==> config.mk <==
export PLATFORM = sky130hd
export DESIGN_NAME = uart_rx_frame_check
export DESIGN_NICKNAME = d
export VERILOG_FILES = /design/src/rtl/uart_rx_frame_check.sv
export SDC_FILE = /design/constraint.sdc
export NUM_CORES = 1
export LEC_CHECK = 0
export ABC_CLOCK_PERIOD_IN_PS = 1540
export CAP_MARGIN = 0
export CORE_MARGIN = 1
export CORE_UTILIZATION = 49
export CTS_CLUSTER_SIZE = 20
export DETAILED_ROUTE_END_ITERATION = 16
export PLACE_DENSITY = 0.82
export SLEW_MARGIN = 20
export SYNTH_ARGS = -nofsm -noshare
export SYNTH_HDL_FRONTEND = slang
export SYNTH_SLANG_ARGS = --single-unit
==> constraint.sdc <==
create_clock -name CLK -period 1.54 [get_ports CLK]
set_input_delay 0.385 -clock CLK [delete_from_list [all_inputs] [get_ports CLK]]
set_output_delay 0.385 -clock CLK [all_outputs]
set_load 0.005 [all_outputs]
==> src/rtl/uart_rx_frame_check.sv <==
// UART receive frame checker.
// Takes one mid-bit sample per bit period. It deserializes the data LSB-first
// and accumulates parity serially. It then checks the parity and stop bits and
// publishes good bytes on P_DATA.
//
//   state    | meaning
//   ---------+----------------------------------------------------------
//   S_IDLE   | line idle, waiting for a strobe that samples a 0 (start)
//   S_DATA   | shifting in WIDTH data bits, LSB first
//   S_PARITY | next strobe carries the received parity bit
//   S_STOP   | next strobe carries the stop bit; frame verdict is issued
module uart_rx_frame_check #(
  parameter int WIDTH = 8
) (
  input  logic             CLK,
  input  logic             RST,
  input  logic             sampled_bit,
  input  logic             bit_strobe,
  input  logic             PAR_EN,
  input  logic             PAR_TYP,
  output logic [WIDTH-1:0] P_DATA,
  output logic             data_valid,
  output logic             par_err,
  output logic             stp_err,
  output logic             busy
);

  localparam int CNT_W = (WIDTH > 1) ? $clog2(WIDTH) : 1;
  localparam logic [CNT_W-1:0] CNT_LOAD = CNT_W'(WIDTH - 1);

  typedef enum logic [1:0] {
    S_IDLE   = 2'd0,
    S_DATA   = 2'd1,
    S_PARITY = 2'd2,
    S_STOP   = 2'd3
  } state_e;

  state_e           state_q, state_d;
  logic [CNT_W-1:0] cnt_q, cnt_d;
  logic [WIDTH-1:0] shift_q, shift_d;
  logic             accum_q, accum_d;
  logic             cfg_par_en_q, cfg_par_en_d;
  logic             cfg_par_typ_q, cfg_par_typ_d;
  logic             perr_pend_q, perr_pend_d;
  logic [WIDTH-1:0] p_data_q, p_data_d;
  logic             data_valid_q, data_valid_d;
  logic             par_err_q, par_err_d;
  logic             stp_err_q, stp_err_d;
  logic             busy_q, busy_d;

  // Parity bit the transmitter would have sent for the data accumulated so far.
  logic exp_par;
  assign exp_par = accum_q ^ cfg_par_typ_q;

  // State and datapath registers; reset returns every output to its idle value.
  always_ff @(posedge CLK or negedge RST) begin
    if (!RST) begin
      state_q       <= S_IDLE;
      cnt_q         <= '0;
      shift_q       <= '0;
      accum_q       <= 1'b0;
      cfg_par_en_q  <= 1'b0;
      cfg_par_typ_q <= 1'b0;
      perr_pend_q   <= 1'b0;
      p_data_q      <= '0;
      data_valid_q  <= 1'b0;
      par_err_q     <= 1'b0;
      stp_err_q     <= 1'b0;
      busy_q        <= 1'b0;
    end else begin
      state_q       <= state_d;
      cnt_q         <= cnt_d;
      shift_q       <= shift_d;
      accum_q       <= accum_d;
      cfg_par_en_q  <= cfg_par_en_d;
      cfg_par_typ_q <= cfg_par_typ_d;
      perr_pend_q   <= perr_pend_d;
      p_data_q      <= p_data_d;
      data_valid_q  <= data_valid_d;
      par_err_q     <= par_err_d;
      stp_err_q     <= stp_err_d;
      busy_q        <= busy_d;
    end
  end

  // Next-state logic: acts only on strobe cycles; the result pulses default low every cycle.
  always_comb begin
    state_d       = state_q;
    cnt_d         = cnt_q;
    shift_d       = shift_q;
    accum_d       = accum_q;
    cfg_par_en_d  = cfg_par_en_q;
    cfg_par_typ_d = cfg_par_typ_q;
    perr_pend_d   = perr_pend_q;
    p_data_d      = p_data_q;
    data_valid_d  = 1'b0;
    par_err_d     = 1'b0;
    stp_err_d     = 1'b0;
    busy_d        = busy_q;

    case (state_q)
      S_IDLE: begin
        if (bit_strobe && !sampled_bit) begin
          // Frame config is frozen here so mid-frame changes cannot corrupt the check.
          state_d       = S_DATA;
          cfg_par_en_d  = PAR_EN;
          cfg_par_typ_d = PAR_TYP;
          cnt_d         = CNT_LOAD;
          shift_d       = '0;
          accum_d       = 1'b0;
          perr_pend_d   = 1'b0;
          busy_d        = 1'b1;
        end
      end

      S_DATA: begin
        if (bit_strobe) begin
          // Shift right so the first data bit ends up in bit 0.
          shift_d = {sampled_bit, shift_q} >> 1;
          accum_d = accum_q ^ sampled_bit;
          if (cnt_q == '0) begin
            state_d = cfg_par_en_q ? S_PARITY : S_STOP;
          end else begin
            cnt_d = cnt_q - 1'b1;
          end
        end
      end

      S_PARITY: begin
        if (bit_strobe) begin
          perr_pend_d = (sampled_bit != exp_par);
          state_d     = S_STOP;
        end
      end

      S_STOP: begin
        if (bit_strobe) begin
          par_err_d    = perr_pend_q;
          stp_err_d    = !sampled_bit;
          data_valid_d = !perr_pend_q && sampled_bit;
          if (!perr_pend_q && sampled_bit) begin
            p_data_d = shift_q;
          end
          state_d = S_IDLE;
          busy_d  = 1'b0;
        end
      end

      default: begin
        state_d = S_IDLE;
        busy_d  = 1'b0;
      end
    endcase
  end

  assign P_DATA     = p_data_q;
  assign data_valid = data_valid_q;
  assign par_err    = par_err_q;
  assign stp_err    = stp_err_q;
  assign busy       = busy_q;

endmodule
### Yosys cells after proc, flatten, opt, wreduce, memory -nomap -nowiden

Cells that the tools add are included.

* word-level logic and storage cells: 69
* register bits after elaboration: 29
* output and inout port bits: 12
* bits of input ports: 6

* multiplexer cells: 28
* reductions and logical operators: 16
* bitwise gates (word level): 2
* $add $sub $neg: 1
* equality and inequality tests: 10

Operator list (count)
* 2-to-1 mux 8 bit: 2
* one-hot mux 8 bit (2 select lines): 1
* 2-to-1 mux 1 bit: 12
* != test 2 bit, second input constant: 6
* AND reduction 3 bit: 4
* 2-to-1 mux 2 bit: 5
* 2-to-1 mux 3 bit: 3
* one-hot mux 2 bit (4 select lines): 1
* one-hot mux 1 bit (2 select lines): 3
* one-hot mux 3 bit (2 select lines): 1
* nonzero test 2 bit: 3
* AND reduction 5 bit: 1
* equality test 2 bit, second input constant: 2
* AND reduction 4 bit: 1
* logical NOT 3 bit: 1
* subtractor 3 x 1 -> 3 bit, second input constant: 1
* equality test 2 x 1 -> 1 bit, second input constant: 1
* logical AND 1 bit: 2
* logical NOT 1 bit: 2
* logical NOT 2 bit: 1
* AND reduction 2 bit: 1
* bitwise XOR 1 bit: 2
* != test 1 bit: 1

### Longest topological paths before layout

Gate-level depths: netlist (run 1).

* depth in word-level cells: 4
* depth in mapped cells: 8

### Worst setup path after synthesis (run 1)

Ideal clock, no wire load.

* path type: flip-flop to flip-flop
* start: register state_q[1]
* end: register shift_q[0]
* period minus slack after synthesis: 1572 ps
* slack: -32 ps
* data arrival time: 1439 ps
* stages on the path, launching flop included: 9
* required time: 1407 ps
* path buffers: 2
* setup time: 133 ps
* cell sequence: dfrtp_1 inv_1 ha_1 and2_1 buf_2 nor2b_4 buf_6 a22oi_1 o21ai_0

* longest elaborated chain between the ends: 3
* elaborated cells between the ends (all ways): 7
* those cells by class: eq/ne (3); mux (1); reduce/logical (3)

Ends and longest elaborated chain
* from (decl): RTL line 38 `state_e state_q, state_d;`
* from (signal assigned): RTL line 71 `state_q <= state_d;`
* equality test 2 x 1 -> 1 bit / logical NOT 2 bit (equally long branches): RTL line 101 `case (state_q)`
* != test 2 bit (no source line) / nonzero test 2 bit (equally long branches)
* AND reduction 3 bit (no source line)
* to (signal assigned): RTL line 73 `shift_q <= shift_d;`
* to (decl): RTL line 40 `logic [WIDTH-1:0] shift_q, shift_d;`

Several ways; a longest one is shown, not always the timed one.
A chain may end at the register's enable or synchronous reset.

### Final worst setup path (run 1)

* start: register state_q[0]
* end: register state_q[1]

* longest elaborated chain between the ends: 3
* elaborated cells between the ends (all ways): 11
* those cells by class: eq/ne (8); mux (1); reduce/logical (2)

Ends and longest elaborated chain (RTL line)
* equality test 2 x 1 -> 1 bit (tied with other cells): 101
* != test 2 bit (no source line)
* AND reduction 5 bit (no source line)

Several ways; a longest one is shown, not always the timed one.

==> results of run 1 <==
==> registers in the layout, summed over array words and instances (netlist names) <==
signal and flops:
accum_q 1, data_valid 1, cnt_q 3, perr_pend_q 1
stp_err 1, cfg_par_en_q 1, cfg_par_typ_q 1, par_err 1
P_DATA 8, shift_q 8, state_q 2, busy 1
==> placed cells by master (no fill, tap or decap), types with 2 or more instances in the layout <==
cell type,instances
nand3b_1,2
clkdlybuf4s50_1,4
clkbuf_8,2
a22oi_1,12
mux2_2,2
inv_1,4
buf_4,20
nand2b_1,2
a22oi_2,3
dlygate4sd2_1,12
nor2b_4,2
o21ai_1,8
nand2_1,31
buf_6,2
nor2_1,4
o21ai_0,7
ha_1,3
clkbuf_4,5
dfrtp_1,28
clkinv_1,2
ha_4,4
a21oi_1,3
==> worst reg2reg max path: stages, from the launching register on <==
cell and delay, ns:
dfrtp_2 0.49, ha_4 0.20, nor2b_4 0.13, a21oi_2 0.13, o211ai_1 0.13, mux2_1 0.34
==> stage by stage <==
step	instances	area [um2]	worst slack [ns]	TNS, ns
final	221	1960	0.00284	0
after global routing	221	1960	-0.0460	-0.115
after CTS	219	1890	0.00119	0
after detailed placement	208	1770	-0.346	-5.44
after global placement	208	1770	-0.249	-3.47
after floorplan	148	1470	0.00791	0
==> Yosys cell counts, types with 3 or more instances <==
cell	n
a22oi_1	15
dfrtp_1	29
o21ai_0	15
ha_1	8
nand2_1	31
inv_1	6
a21oi_1	3
nor2_1	5
==> metal layers <==
metal | up-vias | wire, um | global-route usage
met4 | 0 | 75 | 0.150
met1 | 615 | 1340 | 0.281
met2 | 48 | 1770 | 0.413
li1 | 603 | - | -
met5 | - | 0 | 0
met3 | 10 | 187 | 0.0668
==> report_power, final <==
group	switching, mW	internal (mW)	total [mW]
sequential	0.303	1.10	1.40
combinational	0.934	1.04	1.97
clock	0.282	0.264	0.547
==> kinds of logic after synthesis <==
group,Yosys count
muxes,3
xor gates and xnor gates,1
buffers and inverters,13
adders and majority gates,8
DFF,29
AOI/OAI and AO/OA,43
and+or+nand+nor,51
==> worst paths after layout <==
check | from | endpoint | slack (ns) | cells after the start
max | state_q[0] | state_q[1] | 0.003 | 5
min | RST | P_DATA[7] | 0.42 | 2
max reg2reg | state_q[0] | state_q[1] | 0.003 | 5
min reg2reg | P_DATA[1] | P_DATA[1] | 0.47 | 2
max in group asynchronous | RST | state_q[0] | 0.82 | 2
min in group CLK | P_DATA[1] | P_DATA[1] | 0.47 | 2
==> timing repair <==
action | CTS | global route
setup endpoints to repair | 27 | 13
resized for setup | 23 | 19
buffers inserted | 3 | 2
pin swaps | 2 | 2
hold buffers | 0 | 0
==> cell type report <==
cell class | count | area (um2)
clock buffer | 7 | 65.1
clock inverter | 1 | 5.00
fill | 208 | 848
inverter | 8 | 32.5
multi-input combinational | 106 | 758
sequential | 29 | 727
tap | 31 | 38.8
timing repair buffer | 39 | 330
==> results.tsv, run 1 <==
metric	value	unit
status	finished with violations	
failing checks	DRC	
CP delay by family, top	flip-flops	
mux cell area share after synthesis	0.0230	
top-area cell type share of the netlist area	0.495	
yosys warns	0	
Slew @ Worst Pin	0.388	ns
Setup violations, final	0	
largest family of logic cells by synthesized area	compound AO/OA/AOI/OAI gates	
Achievable Freq	651	MHz
Post-Synth Adder-Cell Area	0.0683	
Vias	1276	
post-synthesis sequential area ratio	0.495	
Overflow after GRT	0	
GRT Overall Usage	0.248	
antenna violations before repair	0	
RSZ-0062 raised after global routing	true	
largest net degree at the start of global routing	30	
htree depth	2	
Detail Route Antenna Nets	0	
Worst-Skew Late Latency	0.34	ns
Worst-path clk slew	0.10	ns
Synth Register Bits	29	
Num CTS Buffers	5	
DR pass1 iterations	10	
top cells by area, synth	dfrtp_1 (49%), nand2_1 (7.9%), a22oi_1 (7.7%)	
number of synthesized flops with an enable pin	0	
Starting Density	0.523	
number of global-route vias before repair	1287	
Worst Path Buf+Inv	0	
Syn Nets	162	
Pwr Density	2000	nW/um2
asr flop ratio synth	1.00	
Peak VDD IR	1.13	mV
CP max stage delay	0.49	ns
CP Class	flip-flop to flip-flop	
final hold violation count	0	
area leader, netlist	dfrtp_1	
maxcap violations	0	
crit path DAT	1.77	ns
number of nets in the layout	203	
Worst setup SP type	flip-flop	
DP HPWL	2260	um
Tmin final	1.54	ns
post-synthesis xor/xnor area fraction	0.00597	
Core Rows	19	
DRC	6	
class of the worst hold path	input port to asynchronous set/reset pin	
Vias/cell	5.77	
Leak	0.935	nW
Die X	56.7	um
post-synthesis simple-gate area fraction	0.168	
share of post-route cells with drive strength above 1	0.263	
synthesized area	1470	um2
Starting DRT DRC Count	63	
Sink Count	29	
final worst path period share	0.998	
Finished Core Util	0.698	
Cell variety after synth	37	
routed wire length	3370	um
first-pass GRT wire length	5980	um
die area	3220	um2
slowest CP cell	dfrtp_2	
prevailing post-synth register cell	dfrtp_1	
CP Capture Type	flip-flop	
hold slack final	0.419	ns
Setup Skew	0.00974	ns
syn avg cell area	9.91	um2
routed len/inst	15.2	um
cells after synthesis	148	
Final Total Pwr	3.92	mW
port bufs	17	
Synth Area in Compound Gates	0.195	
core area	2810	um2
Syn-to-layout area delta	33.4	%
CP Data Required Time	1.77	ns
Root Driver	clkbuf_4	
die outline height	56.7	um
Ports	18	
Slew Viols, Final	0	
Bufs on Longest Clock Path	2	
worst-path cell chain	ha_4 > nor2b_4 > a21oi_2 > o211ai_1 > mux2_1	
relative slew slack	0.741	
Inserted Diodes	0	
Critical Path Fanout Max	5	
TritonCTS clock tree	yes	
routability cong.	0.807	
Power figures use the tool's default switching activity.
==> inputs of run 2 (changes only) <==
Settings changed: HOLD_SLACK_MARGIN set to 0.06.
==> results of run 2 <==
Same layout as run 1: the final DEF is identical, and so are final timing and power.
